**config.mk**
```make
export PLATFORM = sky130hd
export DESIGN_NAME = rsa_sched
export DESIGN_NICKNAME = d
export VERILOG_FILES = /design/src/rtl/rsa_sched.sv
export SDC_FILE = /design/constraint.sdc
export NUM_CORES = 1
export LEC_CHECK = 0
export BUFFER_PORTS_ARGS = -buffer_cell sky130_fd_sc_hd__buf_2
export CAP_MARGIN = 0
export CORE_MARGIN = 2
export CORE_UTILIZATION = 50
export DETAILED_ROUTE_END_ITERATION = 12
export PLACE_DENSITY_LB_ADDON = 0.12
export SYNTH_ARGS = -nofsm -noshare
export SYNTH_HDL_FRONTEND = slang
export SYNTH_SLANG_ARGS = --single-unit
export TNS_END_PERCENT = 1
```
**constraint.sdc**
```tcl
create_clock -name clk -period 7.2 [get_ports clk]
set_input_delay 1.44 -clock clk [delete_from_list [all_inputs] [get_ports clk]]
set_output_delay 1.44 -clock clk [all_outputs]
set_load 0.03 [all_outputs]
```
**src/rtl/rsa_sched.sv**
```systemverilog
// rsa_sched: two-requester front end for a modular-exponentiation engine.
// It arbitrates round-robin between requesters, hands the winner's operands
// to the engine, waits for completion under a watchdog, and returns the
// result on the granted requester's response port.
//
// Handshakes: reqk_ready is a one-cycle acceptance pulse, raised only in IDLE
// for the requester that wins arbitration, and the job transfers on that
// cycle. rspk_valid stays high, with rsp_result/rsp_err held stable, until the
// same requester raises rspk_ready. The response transfers on the cycle where
// both are high. rspk_ready from the other requester has no effect.
module rsa_sched #(
    parameter int base_width = 6,
    parameter int expo_width = 6,
    parameter int N_width    = 6,
    parameter int TO_CYCLES  = 80
) (
    input  logic                  clk,
    input  logic                  rst,
    input  logic                  req0_valid,
    input  logic                  req1_valid,
    input  logic [base_width-1:0] req0_base,
    input  logic [base_width-1:0] req1_base,
    input  logic [expo_width-1:0] req0_expo,
    input  logic [expo_width-1:0] req1_expo,
    input  logic [N_width-1:0]    req0_N,
    input  logic [N_width-1:0]    req1_N,
    output logic                  req0_ready,
    output logic                  req1_ready,
    output logic                  rsp0_valid,
    output logic                  rsp1_valid,
    input  logic                  rsp0_ready,
    input  logic                  rsp1_ready,
    output logic [N_width-1:0]    rsp_result,
    output logic                  rsp_err,
    output logic                  eng_start,
    output logic [base_width-1:0] eng_base,
    output logic [expo_width-1:0] eng_expo,
    output logic [N_width-1:0]    eng_N,
    input  logic [N_width-1:0]    eng_result,
    input  logic                  eng_valid
);

    localparam int WD_W = $clog2(TO_CYCLES);

    typedef enum logic [1:0] {
        S_IDLE  = 2'd0,
        S_START = 2'd1,
        S_WAIT  = 2'd2,
        S_RESP  = 2'd3
    } state_t;

    state_t                state_q, state_d;
    logic                  gnt_q, gnt_d;     // requester currently being served
    logic                  last_q, last_d;   // requester granted most recently
    logic [base_width-1:0] base_q, base_d;
    logic [expo_width-1:0] expo_q, expo_d;
    logic [N_width-1:0]    n_q, n_d;
    logic [N_width-1:0]    res_q, res_d;
    logic                  err_q, err_d;
    logic [WD_W-1:0]       wd_q, wd_d;
    logic                  any_req;
    logic                  pick;

    // Round-robin choice: on a tie the requester not granted last wins.
    always_comb begin
        any_req = (req0_valid | req1_valid) & ~rst;
        pick    = 1'b0;
        if (req0_valid && req1_valid) begin
            pick = ~last_q;
        end else begin
            pick = req1_valid;
        end
    end

    // Next-state logic and Moore/Mealy outputs of the job FSM.
    always_comb begin
        state_d    = state_q;
        gnt_d      = gnt_q;
        last_d     = last_q;
        base_d     = base_q;
        expo_d     = expo_q;
        n_d        = n_q;
        res_d      = res_q;
        err_d      = err_q;
        wd_d       = wd_q;
        req0_ready = 1'b0;
        req1_ready = 1'b0;
        rsp0_valid = 1'b0;
        rsp1_valid = 1'b0;
        eng_start  = 1'b0;
        case (state_q)
            S_IDLE: begin
                if (any_req) begin
                    req0_ready = ~pick;
                    req1_ready = pick;
                    gnt_d      = pick;
                    last_d     = pick;
                    base_d     = pick ? req1_base : req0_base;
                    expo_d     = pick ? req1_expo : req0_expo;
                    n_d        = pick ? req1_N    : req0_N;
                    state_d    = S_START;
                end
            end
            S_START: begin
                eng_start = 1'b1;
                wd_d      = '0;
                state_d   = S_WAIT;
            end
            S_WAIT: begin
                // A completing engine beats a watchdog expiring in the same cycle.
                if (eng_valid) begin
                    res_d   = eng_result;
                    err_d   = 1'b0;
                    state_d = S_RESP;
                end else if (wd_q == WD_W'(TO_CYCLES - 1)) begin
                    res_d   = '0;
                    err_d   = 1'b1;
                    state_d = S_RESP;
                end else begin
                    wd_d = wd_q + 1'b1;
                end
            end
            S_RESP: begin
                rsp0_valid = ~gnt_q;
                rsp1_valid = gnt_q;
                if ((!gnt_q && rsp0_ready) || (gnt_q && rsp1_ready)) begin
                    state_d = S_IDLE;
                end
            end
            default: state_d = S_IDLE;
        endcase
    end

    // State and datapath registers; reset leaves requester 1 as last grant.
    always_ff @(posedge clk or posedge rst) begin
        if (rst) begin
            state_q <= S_IDLE;
            gnt_q   <= 1'b0;
            last_q  <= 1'b1;
            base_q  <= '0;
            expo_q  <= '0;
            n_q     <= '0;
            res_q   <= '0;
            err_q   <= 1'b0;
            wd_q    <= '0;
        end else begin
            state_q <= state_d;
            gnt_q   <= gnt_d;
            last_q  <= last_d;
            base_q  <= base_d;
            expo_q  <= expo_d;
            n_q     <= n_d;
            res_q   <= res_d;
            err_q   <= err_d;
            wd_q    <= wd_d;
        end
    end

    assign eng_base   = base_q;
    assign eng_expo   = expo_q;
    assign eng_N      = n_q;
    assign rsp_result = res_q;
    assign rsp_err    = err_q;

endmodule

```
* Word-level counts from Yosys, hierarchy flattened
Cells that the tools add are included.
** Operators by class
- Eq/ne operators :: 9
- Reduce and logical (&&, ||, !) cells :: 12
- Add/subtract/negate cells :: 1
- Muxes and demuxes :: 23
- Bitwise logic cells :: 6
** Operators by type and width (count)
- $mux 6 :: 5
- $mux 7 :: 2
- $pmux 7 s2 :: 1
- $mux 1 :: 10
- $mux 2 :: 4
- $ne 2x2->1 const B :: 4
- $pmux 2 s4 :: 1
- $add 7x1->7 const B :: 1
- $eq 7x7->1 const B :: 1
- $reduce_and 3->1 :: 2
- $eq 2x2->1 const B :: 2
- $not 1->1 :: 4
- $reduce_and 2->1 :: 2
- $reduce_bool 2->1 :: 2
- $logic_and 1x1->1 :: 3
- $ne 3x3->1 const B :: 1
- $eq 2x1->1 const B :: 1
- $logic_not 2->1 :: 1
- $and 1x1->1 :: 1
- $logic_not 1->1 :: 1
- $logic_or 1x1->1 :: 1
- $or 1x1->1 :: 1
** Storage, ports and cells
- Flip-flop bits (word level) :: 36
- Bits of input ports :: 49
- Output and inout port bits :: 30
- Logic and storage cells :: 60

* Longest topological paths before layout
- Word-level depth :: 5
- Depth in mapped cells :: 7
- Depth with buffers taken out :: 6

* Worst setup path after synthesis
Ideal clock, no wire load.
- Path kind :: input -> output
- Start point :: in rst
- End point :: out req0_ready
- Required time :: 5.760 ns
- Setup slack :: 2.375 ns
- Stages :: 5
- Arrival time :: 3.385 ns
- Buffers on the path :: 2
- Cell sequence :: inv_1 o211ai_1 clkbuf_1 clkbuf_1 nor2_1
** Between the ends
- Longest elaborated chain between the ends :: 4
** RTL lines
- start: declaration :: line 18 : input logic rst,
- $not 1->1 :: line 66 : any_req = (req0_valid | req1_valid) & ~rst;
- $and 1x1->1 :: line 66
- $mux 1 :: line 93 : if (any_req) begin
- $mux 1 :: line 91 : case (state_q)
- end: declaration :: line 27 : output logic req0_ready,
Every way passes these cells.

* Worst setup path after layout
- Start point :: in rst
- End point :: out req1_ready
** Between the ends
- Longest elaborated chain between the ends :: 4
** RTL lines
- $not 1->1 :: line 66
- $and 1x1->1 :: line 66
- $mux 1 :: line 93
- $mux 1 :: line 91
- end: declaration :: line 28 : output logic req1_ready,
Every way passes these cells.

==> summary.md <==
| Metric | Value |
|---|---|
| Total power | 0.870 mW |
| Number of enable flip-flop cells after synthesis | 0 |
| Num ports | 79 |
| Status | complete, no violations |
| Die W | 63.3 microns |
| P_leak | 1.21 nW |
| Share of the synthesized area in the top cell type | 49.9% |
| Distinct cells, synth | 31 |
| CTS H-tree depth | 2 |
| Final nets | 297 |
| Fillers | 284 |
| Count leader, synth | dfrtp_1 |
| Slew headroom | 63.0% |
| Worst path bufs/invs | 5 |
| Critical Path Fanout Max | 40 |
| Worst Max-Slew Pin Slew | 0.554 ns |
| Final Max Tran Viols | 0 |
| Minimum clock period | 4.28 ns |
| RePlAce Congestion | 0.796 |
| Maxcap violations | 0 |
| Peak Freq | 233 MHz |
| Number of diodes | 0 |
| Seq/Total Area, Yosys | 51.4% |
| Setup violations, final | 0 |
| Initial core utilization | 52.2% |
| Post-DR wirelength/cell | 12.5 microns |
| First-pass GRT wire length | 6110 microns |
| Post-DR vias/cell | 5.11 |
| Seq pwr share | 38.7% |
| RSZ-0062 raised after global routing | no |
| Pin count of the biggest net entering global routing | 41 |
| Final Util | 67.0% |
| CP Cell Sequence | buf_2, inv_1, buf_4, o211ai_1, buf_4, nor2b_1, buf_2 |
| Maximum vdd drop | 0.241 mV |
| Vias in the first global route | 1442 |
| Clock network power share | 12.4% |
| Top_reg_cell synth | dfrtp_1 |
| CP Data Required Time | 5.76 ns |
| Yosys reg bits | 36 |
| Syn_area_per_cell | 10.7 sq um |
| ANT nets after route | 0 |
| Proportion of layout cells with a drive suffix above 1 | 38.5% |
| Worst-path clk slew | 0.09 ns |
| Clk sink count | 36 |
| Final worst-path cycle share | 59.5% |
| Global Route Usage Sum | 19.5% |
| Psw | 0.390 mW |
| CTS buffer count | 5 |
| CTS tree | yes |
| Die height | 63.3 microns |
| Sw Ratio | 44.8% |
| Top post-synthesis cells by count | dfrtp_1, o21ai_0, nand2_1, mux2i_1 |
| Area leader, netlist | dfrtp_1 |
| Standard-cell rows | 21 |
| Final Hold Viols | 0 |
| Crit Path Class | in -> out |
| Asr flop ratio synth | 100% |
| Ys Warns | 0 |
| Setup tns final | 0 ns |
| Slowest stage delay, CP | 0.39 ns |
| Delay-heaviest family, CP | buffers and inverters |
| Clk_lat worst skew | 0.32 ns |
| Clock tree buffer depth | 2 |
| Routed WL | 3630 microns |
| HPWL Detailed | 2820 microns |
| PD cells | 386 nW/um^2 |
| Post_cts resized | 0 |
| Int Pwr | 0.481 mW |
| Grt ovf | 0 |
| Skew final | 0.00308 ns |
| Combinational Power Share | 48.9% |
| # port buffers | 78 |
| Vias post-DR | 1481 |
| Initial antenna violation count | 0 |
| First-pass detailed-route iteration total | 4 |
| Crit end category | primary output |
| Cell Area, Synth | 1760 sq um |
| Cells after Synth | 164 |
| Worst Path Arrival | 2.84 ns |
| Die ar. | 4000 sq um |
| Drt drc | 0 |
| Hold Buf Count CTS | 0 |
| CP max-delay cell | buf_4 |
| Syn_nets | 218 |
| Layout area overhead | 28.2% |
| Postcts setup bufs | 0 |
| Top post-synthesis cells by area | dfrtp_1, mux2i_1, o21ai_0 |
| Core region area | 3360 sq um |
| Clock root cell | clkbuf_4 |
| Hold Path Class | reg -> reg |
| Initial DRC Count | 29 |
| CP startpoint kind | primary input |
-- registers in the layout, indices dropped and copies added, names as in the netlist --
name,flops
eng_N,6
eng_base,6
eng_expo,6
gnt_q,1
last_q,1
rsp_err,1
rsp_result,6
state_q,2
wd_q,7
-- stage by stage --
| stage | hold slack, ns | worst slack (ns) | area (sq um) | std cells |
|---|---|---|---|---|
| floorplan | 0.486 | 2.38 | 1760 | 164 |
| global placement | 0.459 | 2.92 | 2190 | 282 |
| detailed placement | 0.465 | 2.89 | 2190 | 282 |
| CTS | 0.488 | 2.88 | 2250 | 290 |
| global route | 0.516 | 2.74 | 2250 | 290 |
| finish | 0.482 | 2.92 | 2250 | 290 |
-- cells by family after synthesis --
logic type | Yosys count | synth area share, %
fa+ha+maj | 5 | 3.56
buf+inv | 14 | 3.20
flops | 36 | 51.4
mux | 20 | 11.7
xor+xnor | 1 | 0.499
compound gates | 44 | 17.2
simple gates | 44 | 12.5
-- layer usage --
metal	GRT usage (%)	wire, microns	vias to the layer above
met5	0	0	-
met4	6.79	72	0
met3	5.71	195	7
met2	35.9	1900	46
met1	21.2	1460	686
li1	-	-	742
-- final cells by class --
class | instances | area (sq um) | share of cell area (%)
flip-flops and latches | 36 | 902 | 40.1
multi-input cells | 114 | 802 | 35.6
repair buffers | 81 | 413 | 18.3
clock buffers | 8 | 58.8 | 2.61
well taps | 46 | 57.6 | 2.56
inverters | 5 | 18.8 | 0.833
-- power by group through the flow --
stage	Clock, mW	Combinational [mW]	Sequential [mW]
finish	0.108	0.426	0.337
global route	0.123	0.461	0.349
CTS	0.113	0.431	0.337
detailed placement	0	0.431	0.340
global placement	0	0.414	0.337
floorplan	0	0.187	0.455
-- tightest hold or removal path: cells and delay by family, from the launching register on --
family / cells / cell delay, ns
AO/OA/AOI/OAI: 1 / 0.06
AND/OR/NAND/NOR: 1 / 0.04
flip-flops: 1 / 0.35
-- worst paths after layout --
check	start	to	slack [ns]	depth (start not counted)
max in group asynchronous	rst	last_q$_DFFE_PP1P_	5.65	3
min in group asynchronous	rst	state_q[1]$_DFFE_PP0P_	1.21	3
max	rst	req1_ready	2.92	7
min reg2reg	eng_N[3]$_DFFE_PP0P_	eng_N[3]$_DFFE_PP0P_	0.48	2
max reg2reg	state_q[0]$_DFFE_PP0P_	state_q[1]$_DFFE_PP0P_	5.10	6
min	eng_N[3]$_DFFE_PP0P_	eng_N[3]$_DFFE_PP0P_	0.48	2
-- layout by cell type, fill, tap and decap left out, drive strengths merged, types with 5 or more instances in the layout --
cell type	n
ha	5
mux2i	19
inv	5
a22o	6
o211ai	5
nor2	5
nand3	8
o21ai	23
nand2	21
dfrtp	35
clkbuf	8
buf	81
Power figures use the tool's default switching activity.
